`src/rtl/cordic_phase_sink_if.sv`:
```
// Handshake bundle for cordic_phase_sink.
//   in_valid  : a sample pair enters the CORDIC this cycle
//   clear     : synchronous flush of the averaging window and valid pipeline
//   phase_in  : CORDIC z_out, signed degrees (9 integer + 7 fraction bits)
//   out_valid : freq_out holds an unconsumed result
//   out_ready : consumer accepts the result
//   freq_out  : average phase step per sample, same format as phase_in
//   overrun   : one-cycle pulse, a completed result was dropped
// master = producer/consumer environment, slave = the sink itself.
interface cordic_phase_sink_if #(
  parameter int unsigned PHASE_WIDTH = 16
);
  logic                   in_valid;
  logic                   clear;
  logic [PHASE_WIDTH-1:0] phase_in;
  logic                   out_valid;
  logic                   out_ready;
  logic [PHASE_WIDTH-1:0] freq_out;
  logic                   overrun;

  modport master (
    output in_valid, clear, phase_in, out_ready,
    input  out_valid, freq_out, overrun
  );

  modport slave (
    input  in_valid, clear, phase_in, out_ready,
    output out_valid, freq_out, overrun
  );
endinterface

```
`src/rtl/cordic_phase_sink.sv`:
```
// Consumer of a vectoring-mode CORDIC phase output.
// Re-times in_valid through the CORDIC latency, captures the aligned phase words, forms the
// wrapped phase step between consecutive samples and averages 2^LOG2_N steps into a frequency
// estimate, held in a one-entry valid/ready output register.
// Ports:
//   clk : clock, rising edge
//   rst : asynchronous active-low reset
//   bus : cordic_phase_sink_if.slave (in_valid, clear, phase_in, out_ready in;
//         out_valid, freq_out, overrun out)
// LATENCY must be at least 2 and LOG2_N at least 1.
module cordic_phase_sink #(
  parameter int unsigned PHASE_WIDTH = 16,
  parameter int unsigned LATENCY     = 15,
  parameter int unsigned LOG2_N      = 3
) (
  input logic                clk,
  input logic                rst,
  cordic_phase_sink_if.slave bus
);

  localparam int unsigned DiffW = PHASE_WIDTH + 2;
  localparam int unsigned AccW  = PHASE_WIDTH + LOG2_N + 2;
  // 180.0 and 360.0 degrees with 7 fraction bits
  localparam logic signed [DiffW-1:0] HalfTurn = DiffW'(23040);
  localparam logic signed [DiffW-1:0] FullTurn = DiffW'(46080);

  typedef enum logic [0:0] {StFirst, StAcc} state_e;

  logic [LATENCY-1:0]     vline_q, vline_d;
  state_e                 state_q, state_d;
  logic [PHASE_WIDTH-1:0] prev_q, prev_d;
  logic signed [AccW-1:0] sum_q, sum_d;
  logic [LOG2_N-1:0]      cnt_q, cnt_d;
  logic                   out_valid_q, out_valid_d;
  logic [PHASE_WIDTH-1:0] freq_q, freq_d;
  logic                   overrun_q, overrun_d;

  logic                    av;
  logic signed [DiffW-1:0] diff_raw;
  logic signed [DiffW-1:0] diff;
  logic signed [AccW-1:0]  sum_new;
  logic [PHASE_WIDTH-1:0]  result;
  logic                    win_done;
  logic                    accept;

  assign av = vline_q[LATENCY-1];

  // Valid delay line; clear also drops an in_valid arriving in the same cycle.
  always_comb begin
    vline_d = {vline_q[LATENCY-2:0], bus.in_valid};
    if (bus.clear) begin
      vline_d = '0;
    end
  end

  // Wrapped step: one correction only, landing in [-180, +180) for legal inputs.
  always_comb begin
    diff_raw = DiffW'($signed(bus.phase_in)) - DiffW'($signed(prev_q));
    diff     = diff_raw;
    if (diff_raw >= HalfTurn) begin
      diff = diff_raw - FullTurn;
    end else if (diff_raw < -HalfTurn) begin
      diff = diff_raw + FullTurn;
    end
    sum_new = sum_q + AccW'(diff);
    // Arithmetic shift gives floor division by 2^LOG2_N.
    result  = PHASE_WIDTH'(sum_new >>> LOG2_N);
  end

  assign win_done = !bus.clear && av && (state_q == StAcc) && (cnt_q == '1);
  assign accept   = out_valid_q && bus.out_ready;

  // Window FSM
  always_comb begin
    state_d = state_q;
    prev_d  = prev_q;
    sum_d   = sum_q;
    cnt_d   = cnt_q;
    if (bus.clear) begin
      state_d = StFirst;
      sum_d   = '0;
      cnt_d   = '0;
    end else if (av) begin
      unique case (state_q)
        StFirst: begin
          prev_d  = bus.phase_in;
          sum_d   = '0;
          cnt_d   = '0;
          state_d = StAcc;
        end
        StAcc: begin
          // prev carries across windows so consecutive windows share a boundary sample.
          prev_d = bus.phase_in;
          if (cnt_q == '1) begin
            sum_d = '0;
            cnt_d = '0;
          end else begin
            sum_d = sum_new;
            cnt_d = cnt_q + LOG2_N'(1);
          end
        end
        default: state_d = StFirst;
      endcase
    end
  end

  // One-entry output register; a result arriving while the slot is held is dropped.
  always_comb begin
    out_valid_d = out_valid_q;
    freq_d      = freq_q;
    overrun_d   = 1'b0;
    if (win_done) begin
      if (!out_valid_q || accept) begin
        out_valid_d = 1'b1;
        freq_d      = result;
      end else begin
        overrun_d = 1'b1;
      end
    end else if (accept) begin
      out_valid_d = 1'b0;
    end
  end

  always_ff @(posedge clk or negedge rst) begin
    if (!rst) begin
      vline_q     <= '0;
      state_q     <= StFirst;
      prev_q      <= '0;
      sum_q       <= '0;
      cnt_q       <= '0;
      out_valid_q <= 1'b0;
      freq_q      <= '0;
      overrun_q   <= 1'b0;
    end else begin
      vline_q     <= vline_d;
      state_q     <= state_d;
      prev_q      <= prev_d;
      sum_q       <= sum_d;
      cnt_q       <= cnt_d;
      out_valid_q <= out_valid_d;
      freq_q      <= freq_d;
      overrun_q   <= overrun_d;
    end
  end

  assign bus.out_valid = out_valid_q;
  assign bus.freq_out  = freq_q;
  assign bus.overrun   = overrun_q;

endmodule

```
`src/flat_wrapper.sv`:
```
// flat-port wrapper written by rule: the top's interface ports become plain ports
module cordic_phase_sink_flat 
#(
  parameter int unsigned PHASE_WIDTH = 16,
  parameter int unsigned LATENCY     = 15,
  parameter int unsigned LOG2_N      = 3
)
  (clk, rst, bus_in_valid, bus_clear, bus_phase_in, bus_out_ready, bus_out_valid, bus_freq_out, bus_overrun);
  cordic_phase_sink_if #(.PHASE_WIDTH(PHASE_WIDTH)) bus_i ();
  input logic clk;
  input logic rst;
  input wire logic [$bits(bus_i.in_valid)-1:0] bus_in_valid;
  input wire logic [$bits(bus_i.clear)-1:0] bus_clear;
  input wire logic [$bits(bus_i.phase_in)-1:0] bus_phase_in;
  input wire logic [$bits(bus_i.out_ready)-1:0] bus_out_ready;
  output wire logic [$bits(bus_i.out_valid)-1:0] bus_out_valid;
  output wire logic [$bits(bus_i.freq_out)-1:0] bus_freq_out;
  output wire logic [$bits(bus_i.overrun)-1:0] bus_overrun;
  assign bus_i.in_valid = bus_in_valid;
  assign bus_i.clear = bus_clear;
  assign bus_i.phase_in = bus_phase_in;
  assign bus_i.out_ready = bus_out_ready;
  assign bus_out_valid = bus_i.out_valid;
  assign bus_freq_out = bus_i.freq_out;
  assign bus_overrun = bus_i.overrun;
  cordic_phase_sink #(.PHASE_WIDTH(PHASE_WIDTH), .LATENCY(LATENCY), .LOG2_N(LOG2_N)) u_core (.clk(clk), .rst(rst), .bus(bus_i));
endmodule
```
`config.mk`:
```
export PLATFORM = sky130hd
export DESIGN_NAME = cordic_phase_sink_flat
export DESIGN_NICKNAME = d
export VERILOG_FILES = /design/src/rtl/cordic_phase_sink_if.sv /design/src/rtl/cordic_phase_sink.sv /design/src/flat_wrapper.sv
export SDC_FILE = /design/constraint.sdc
export NUM_CORES = 1
export LEC_CHECK = 0
export CAP_MARGIN = 10
export CORE_AREA = 2 2 107 109
export CTS_CLUSTER_SIZE = 8
export DETAILED_ROUTE_END_ITERATION = 6
export DIE_AREA = 0 0 109 111
export GPL_ROUTABILITY_DRIVEN = 1
export GPL_TIMING_DRIVEN = 1
export HOLD_SLACK_MARGIN = 0.1
export PLACE_DENSITY_LB_ADDON = 0.3
export SLEW_MARGIN = 5
export SYNTH_ARGS = -nofsm -noshare
export SYNTH_HDL_FRONTEND = slang
export SYNTH_SLANG_ARGS = --single-unit
```
`constraint.sdc`:
```
create_clock -name clk -period 5.05 [get_ports clk]
set_input_delay 0.505 -clock clk [delete_from_list [all_inputs] [get_ports clk]]
set_output_delay 0.505 -clock clk [all_outputs]
set_load 0.01 [all_outputs]
```
# ---- After elaboration in Yosys (flattened, before gate mapping)
# Index checks and enable logic that the tools add are counted.
dict set report op_classes {
  add_sub_neg 5
  order_cmp 2
  n_eq_ne 2
  n_mux 18
  bitwise 2
  reduce_logical 12
}
# operator count
set ops {}
lappend ops {{$mux 21} 3}
lappend ops {{$pmux 21 s2} 1}
lappend ops {{$mux 18} 2}
lappend ops {{$add 21x18->21} 1}
lappend ops {{$add 18x17->18 const B} 1}
lappend ops {{$ge 18x16->1 const B} 1}
lappend ops {{$lt 18x16->1 const B} 1}
lappend ops {{$sub 18x17->18 const B} 1}
lappend ops {{$sub 16x16->17} 1}
lappend ops {{$mux 15} 1}
lappend ops {{$mux 3} 3}
lappend ops {{$mux 1} 7}
lappend ops {{$pmux 3 s2} 1}
lappend ops {{$reduce_and 2->1} 3}
lappend ops {{$logic_and 1x1->1} 4}
lappend ops {{$reduce_bool 2->1} 2}
lappend ops {{$add 3x1->3 const B} 1}
lappend ops {{$eq 3x3->1 const B} 1}
lappend ops {{$logic_not 1->1} 2}
lappend ops {{$ne 2x2->1 const B} 1}
lappend ops {{$not 1->1} 2}
lappend ops {{$logic_or 1x1->1} 1}
dict set report word_totals {
  regBits 74
  output_inout_bits 18
}

# ---- Depth between registers and ports, before layout
dict set report depth {
  depth_word 9
  ltp_mapped 24
}

# ---- Least setup slack after synthesis
# OpenSTA, ideal clock, no wires.
dict set report synth_timing {
  path_type {input port to flip-flop}
  startpoint {input bus_phase_in[0]}
  endpoint {register u_core.sum_q[18]}
  setup_ps 129
  t_arrival_ps 5319
  t_required_ps 4921
  slack_ps -398
  path_stages 23
  path_cell_list {inv_1 > ha_1 > fa_1 > nand2b_1 > a21oi_1 > o211ai_1 > a21boi_2 > nor2_2 > or2_4 > o31a_1 > o21ai_0 > nand2_1 > mux2i_1 > xor2_1 > ha_1 > a21o_1 > a22oi_1 > o21ai_1 > or4_1 > o311a_1 > a211oi_1 > o41ai_1 > o41a_1}
}
dict set report synth_between {
  elab_chain_cells 9
}
# item line_no
set synth_lines {}
lappend synth_lines {{start: declaration} flat_wrapper.sv:14} ;# input wire logic [$bits(bus_i.phase_in)-1:0] bus_phase_in;
lappend synth_lines {{$sub 16x16->17 (*)} cordic_phase_sink.sv:58} ;# diff_raw = DiffW'($signed(bus.phase_in)) - DiffW'($signed(prev_q));
lappend synth_lines {{$add 18x17->18 or $lt 18x16->1 (tied branches)} {cordic_phase_sink.sv:63, cordic_phase_sink.sv:62}}
lappend synth_lines {{$mux 18} cordic_phase_sink.sv:62} ;# end else if (diff_raw < -HalfTurn) begin
lappend synth_lines {{$mux 18 (*)} cordic_phase_sink.sv:60} ;# if (diff_raw >= HalfTurn) begin
lappend synth_lines {{$add 21x18->21 (*)} cordic_phase_sink.sv:65} ;# sum_new = sum_q + AccW'(diff);
lappend synth_lines {{$mux 21 (*)} cordic_phase_sink.sv:94} ;# if (cnt_q == '1) begin
lappend synth_lines {{$pmux 21 s2 (*)} cordic_phase_sink.sv:84} ;# unique case (state_q)
lappend synth_lines {{$mux 21 (*)} cordic_phase_sink.sv:83} ;# end else if (av) begin
lappend synth_lines {{$mux 21 (*)} cordic_phase_sink.sv:79} ;# if (bus.clear) begin
lappend synth_lines {{end signal: assignment} cordic_phase_sink.sv:138} ;# sum_q <= sum_d;
lappend synth_lines {{end: declaration} cordic_phase_sink.sv:32} ;# logic signed [AccW-1:0] sum_q, sum_d;
# Every way passes the cells marked *; elsewhere a longest branch is shown, timed or not. The select of a mux whose other input is x is not followed.
# A chain may end at the register's enable or synchronous reset.

# ---- Worst setup path in the final report
dict set report layout_timing {
  startpoint {register u_core.prev_q[1]}
  endpoint {register u_core.sum_q[18]}
}
dict set report layout_between {
  elab_chain_cells 9
}
# item line_no
set layout_lines {}
lappend layout_lines {{start: declaration} cordic_phase_sink.sv:31} ;# logic [PHASE_WIDTH-1:0] prev_q, prev_d;
lappend layout_lines {{start signal: assignment} cordic_phase_sink.sv:137} ;# prev_q <= prev_d;
lappend layout_lines {{$sub 16x16->17 (*)} cordic_phase_sink.sv:58}
lappend layout_lines {{$add 18x17->18 or $lt 18x16->1 (tied branches)} {cordic_phase_sink.sv:63, cordic_phase_sink.sv:62}}
lappend layout_lines {{$mux 18} cordic_phase_sink.sv:62}
lappend layout_lines {{$mux 18 (*)} cordic_phase_sink.sv:60}
lappend layout_lines {{$add 21x18->21 (*)} cordic_phase_sink.sv:65}
lappend layout_lines {{$mux 21 (*)} cordic_phase_sink.sv:94}
lappend layout_lines {{$pmux 21 s2 (*)} cordic_phase_sink.sv:84}
lappend layout_lines {{$mux 21 (*)} cordic_phase_sink.sv:83}
lappend layout_lines {{$mux 21 (*)} cordic_phase_sink.sv:79}
# Marked as above.

==> impl_metrics.tcl <==
set metrics [dict create \
    status "complete, no violations" \
    power_switching_share_pct 28.2 \
    clockRootBuffer "clkbuf_16" \
    maxCapViolCount 0 \
    period_share_pct 99.9 \
    fp-row-count 39 \
    synth_cells 500 \
    boundaryPins 39 \
    seq_power_share_pct 39.9 \
    min_path_type "in2async" \
    critPathArrivalTime_ns 5.27 \
    fmax_mhz 198 \
    finish.utilization_pct 59.8 \
    grt.total_usage_pct 20.4 \
    syn_nets 560 \
    clkSlewWorstSetupHoldPaths_ns 0.07 \
    async_flop_share_pct 100 \
    drt-total-wl_um 11600 \
    setup_violations 0 \
    required_ns 5.27 \
    port_buffers 38 \
    start_kind "flip-flop" \
    synth_compound_area_share_pct 22.1 \
    htreeDepth 3 \
    grt_pass1_wl_um 19900 \
    clock_sinks 72 \
    clk_latency_ns 0.34 \
    p_clk_share_pct 42.7 \
    synthXorXnorAreaFrac_pct 5.35 \
    combPwrFrac_pct 17.4 \
    synth-seq-area-share_pct 38.0 \
    drtPass1Iterations 4 \
    drt_iter0_drc 143 \
    finalMaxSlewViolations 0 \
    postLayoutSetupSlackWorst_ns 0.00570 \
    syn_to_final_growth_pct 39.5 \
    num_antenna_cells 0 \
    yosysUniqueCellTypes 65 \
    end_kind "flip-flop" \
    overflow 0 \
    synth_top_cell_by_area "dfrtp_1" \
    synth_fa_ha_area_share_pct 10.6 \
    grt_pass1_vias 4332 \
    place_inst 756 \
    hold-worst-slack_ns 0.372 \
    critPathMaxFanout 4 \
    syn_avg_cell_area_um2 9.49 \
    p_leak_nw 3.28 \
    dieArea_um2 12100 \
    drc_errors 0 \
    synth_top_cell_area_share_pct 38.0 \
    slew_headroom_pct 39.2 \
    die_h_um 111 \
    cts.path.max_buffers 2 \
    drive_gt1_share_pct 30.9 \
    yosysWarnings 0 \
    cts_tree "yes" \
    viasPerCell 5.33 \
    synthFlopType "dfrtp_1" \
    antenna_found_initial 0 \
    vias 4193 \
    powerDensity_nw_per_um2 219 \
    cts-buffers-inserted 9 \
    p_int_w 0.00104 \
    ys_top_cells_by_area "dfrtp_1 (38%), ha_1 (9.8%), xnor2_1 (4.2%), a21oi_1 (3.6%), mux2_2 (3.6%)" \
    critPathKind "reg2reg" \
    initial_core_util_pct 42.8 \
    min_period_ns 5.04 \
    netlist_area_um2 4750 \
    stdcell_count 786 \
    p_sw_w 0.000410 \
    synth_most_common_cell "dfrtp_1" \
    yosys-top-cells-count "dfrtp_1 (72), nand2_1 (42), ha_1 (37), a21oi_1 (34), inv_1 (32)" \
    gp_congestion 0.887 \
    wl_per_cell_um 14.7 \
    synth_enable_flop_cells 0 \
    postRouteAntennaNets 0 \
    hold_violations 0 \
    grt_max_degree 73 \
    fin_skew_ns 0.00861 \
    nNetsFinal 698 \
    max-vdd-ir-drop_mv 0.224 \
    hpwl_um 8110 \
    die_w_um 109 \
    muxShareOfSynthArea_pct 3.98 \
    tightest_slew_ns 0.912 \
    synth_top_family_by_area "compound AO/OA/AOI/OAI gates" \
    yosys_register_bits 72 \
    grt_setup_unrepaired "yes" \
    pre_cts_ws_ns -0.784 \
    core_area_um2 11100 \
    yosys.area_share.simple_pct 16.2 \
]
## placed cells by master (no fill, tap or decap), drive strengths merged, types with 5 or more instances in the layout
cell type	netlist	layout
buf	1	104
xor2	6	6
ha	37	37
or2	5	5
clkbuf	13	9
dfrtp	72	72
o21ai	32	32
a21o	16	16
a21oi	37	37
nor3	8	8
nand3	10	10
nand2	42	42
clkdlybuf4s50	0	26
and2	5	5
nand4	5	5
nor2	25	25
dlygate4sd2	0	7
a22o	15	15
mux2	15	15
nand2b	14	14
nor2b	20	20
inv	32	36
xnor2	23	23
## flip-flops by register name, indices dropped and copies added (netlist names)
name / flops
u_core.sum_q: 19
u_core.bus.freq_out: 16
u_core.prev_q: 16
u_core.vline_q: 15
u_core.cnt_q: 3
u_core.bus.out_valid: 1
u_core.bus.overrun: 1
u_core.state_q: 1
## per-layer routing
layer / GRT usage, % / up-vias / routed length [µm]
li1: - / 2081 / -
met1: 26.8 / 2023 / 5320
met2: 33.9 / 72 / 5690
met3: 2.76 / 17 / 354
met4: 7.44 / 0 / 218
met5: 0 / - / 0
## final timing paths
kind,end,slack [ns],start,cells past startpoint
min reg2reg,u_core.vline_q[14]$_DFF_PN0_,0.47,u_core.vline_q[13]$_DFF_PN0_,1
max reg2reg,u_core.sum_q[18]$_DFFE_PN0P_,0.006,u_core.prev_q[1]$_DFFE_PN0P_,25
max,u_core.sum_q[18]$_DFFE_PN0P_,0.006,u_core.prev_q[1]$_DFFE_PN0P_,25
min,u_core.prev_q[3]$_DFFE_PN0P_,0.37,rst,2
min in group clk,u_core.vline_q[14]$_DFF_PN0_,0.47,u_core.vline_q[13]$_DFF_PN0_,1
max in group asynchronous,u_core.bus.freq_out[13]$_DFFE_PN0P_,4.08,rst,2
## power groups by stage
stage | clock, W | sequential (W) | combinational (W)
after global placement | 0 | 0.000590 | 0.000224
after global routing | 0.000659 | 0.000579 | 0.000280
after CTS | 0.000637 | 0.000579 | 0.000241
after floorplan | 0 | 0.000590 | 0.000126
after detailed placement | 0 | 0.000590 | 0.000230
final | 0.000620 | 0.000580 | 0.000253
## layout make-up
class | instances | area (µm²)
Clock buffer | 9 | 225
Clock inverter | 7 | 60.1
Fill cell | 952 | 4460
Inverter | 32 | 120
Multi-Input combinational cell | 382 | 3080
Sequential cell | 72 | 1800
Tap cell | 143 | 179
Timing Repair Buffer | 141 | 1150
## through the flow
stage	power (W)	TNS, ns	instance area, µm²
6_report	0.00145	0	6620
5_1_grt	0.00152	-0.487	6620
4_1_cts	0.00146	-0.174	6450
3_5_place_dp	0.000820	-4.43	5950
3_3_place_gp	0.000814	-3.06	5950
2_1_floorplan	0.000716	-0.0802	4790
## critical path, stage by stage, from the launching register on
cell and delay [ns]:
dfrtp_1 0.40, inv_2 0.09, ha_4 0.20, nor2b_4 0.13
buf_6 0.11, o2111a_1 0.26, o21ai_2 0.16, a21oi_2 0.09
or4_4 0.50, and2_4 0.18, o31a_1 0.10, o21ai_2 0.14
nand2_1 0.09, mux2i_1 0.17, xor2_1 0.21, ha_1 0.27
a21o_1 0.19, a22oi_1 0.17, o21ai_1 0.11, or4_4 0.43
o311a_4 0.15, a211o_1 0.30, buf_4 0.15, nor3_4 0.11
o31ai_2 0.08, o41a_1 0.13
## cell families (layout without fill, tap and decap cells)
kind of cell	count (synthesis)	count (layout)
flops	72	72
mux	17	17
compound gates	150	150
buf+inv	46	189
fa+ha+maj	39	39
simple gates	147	147
xor+xnor	29	29
## repair_timing
action | CTS | global route
pin swaps | 41 | 26
hold buffers | 0 | 0
setup endpoints to repair | 7 | 7
setup buffers | 9 | 6
gates resized for setup | 41 | 24
Power figures use the tool's default switching activity.
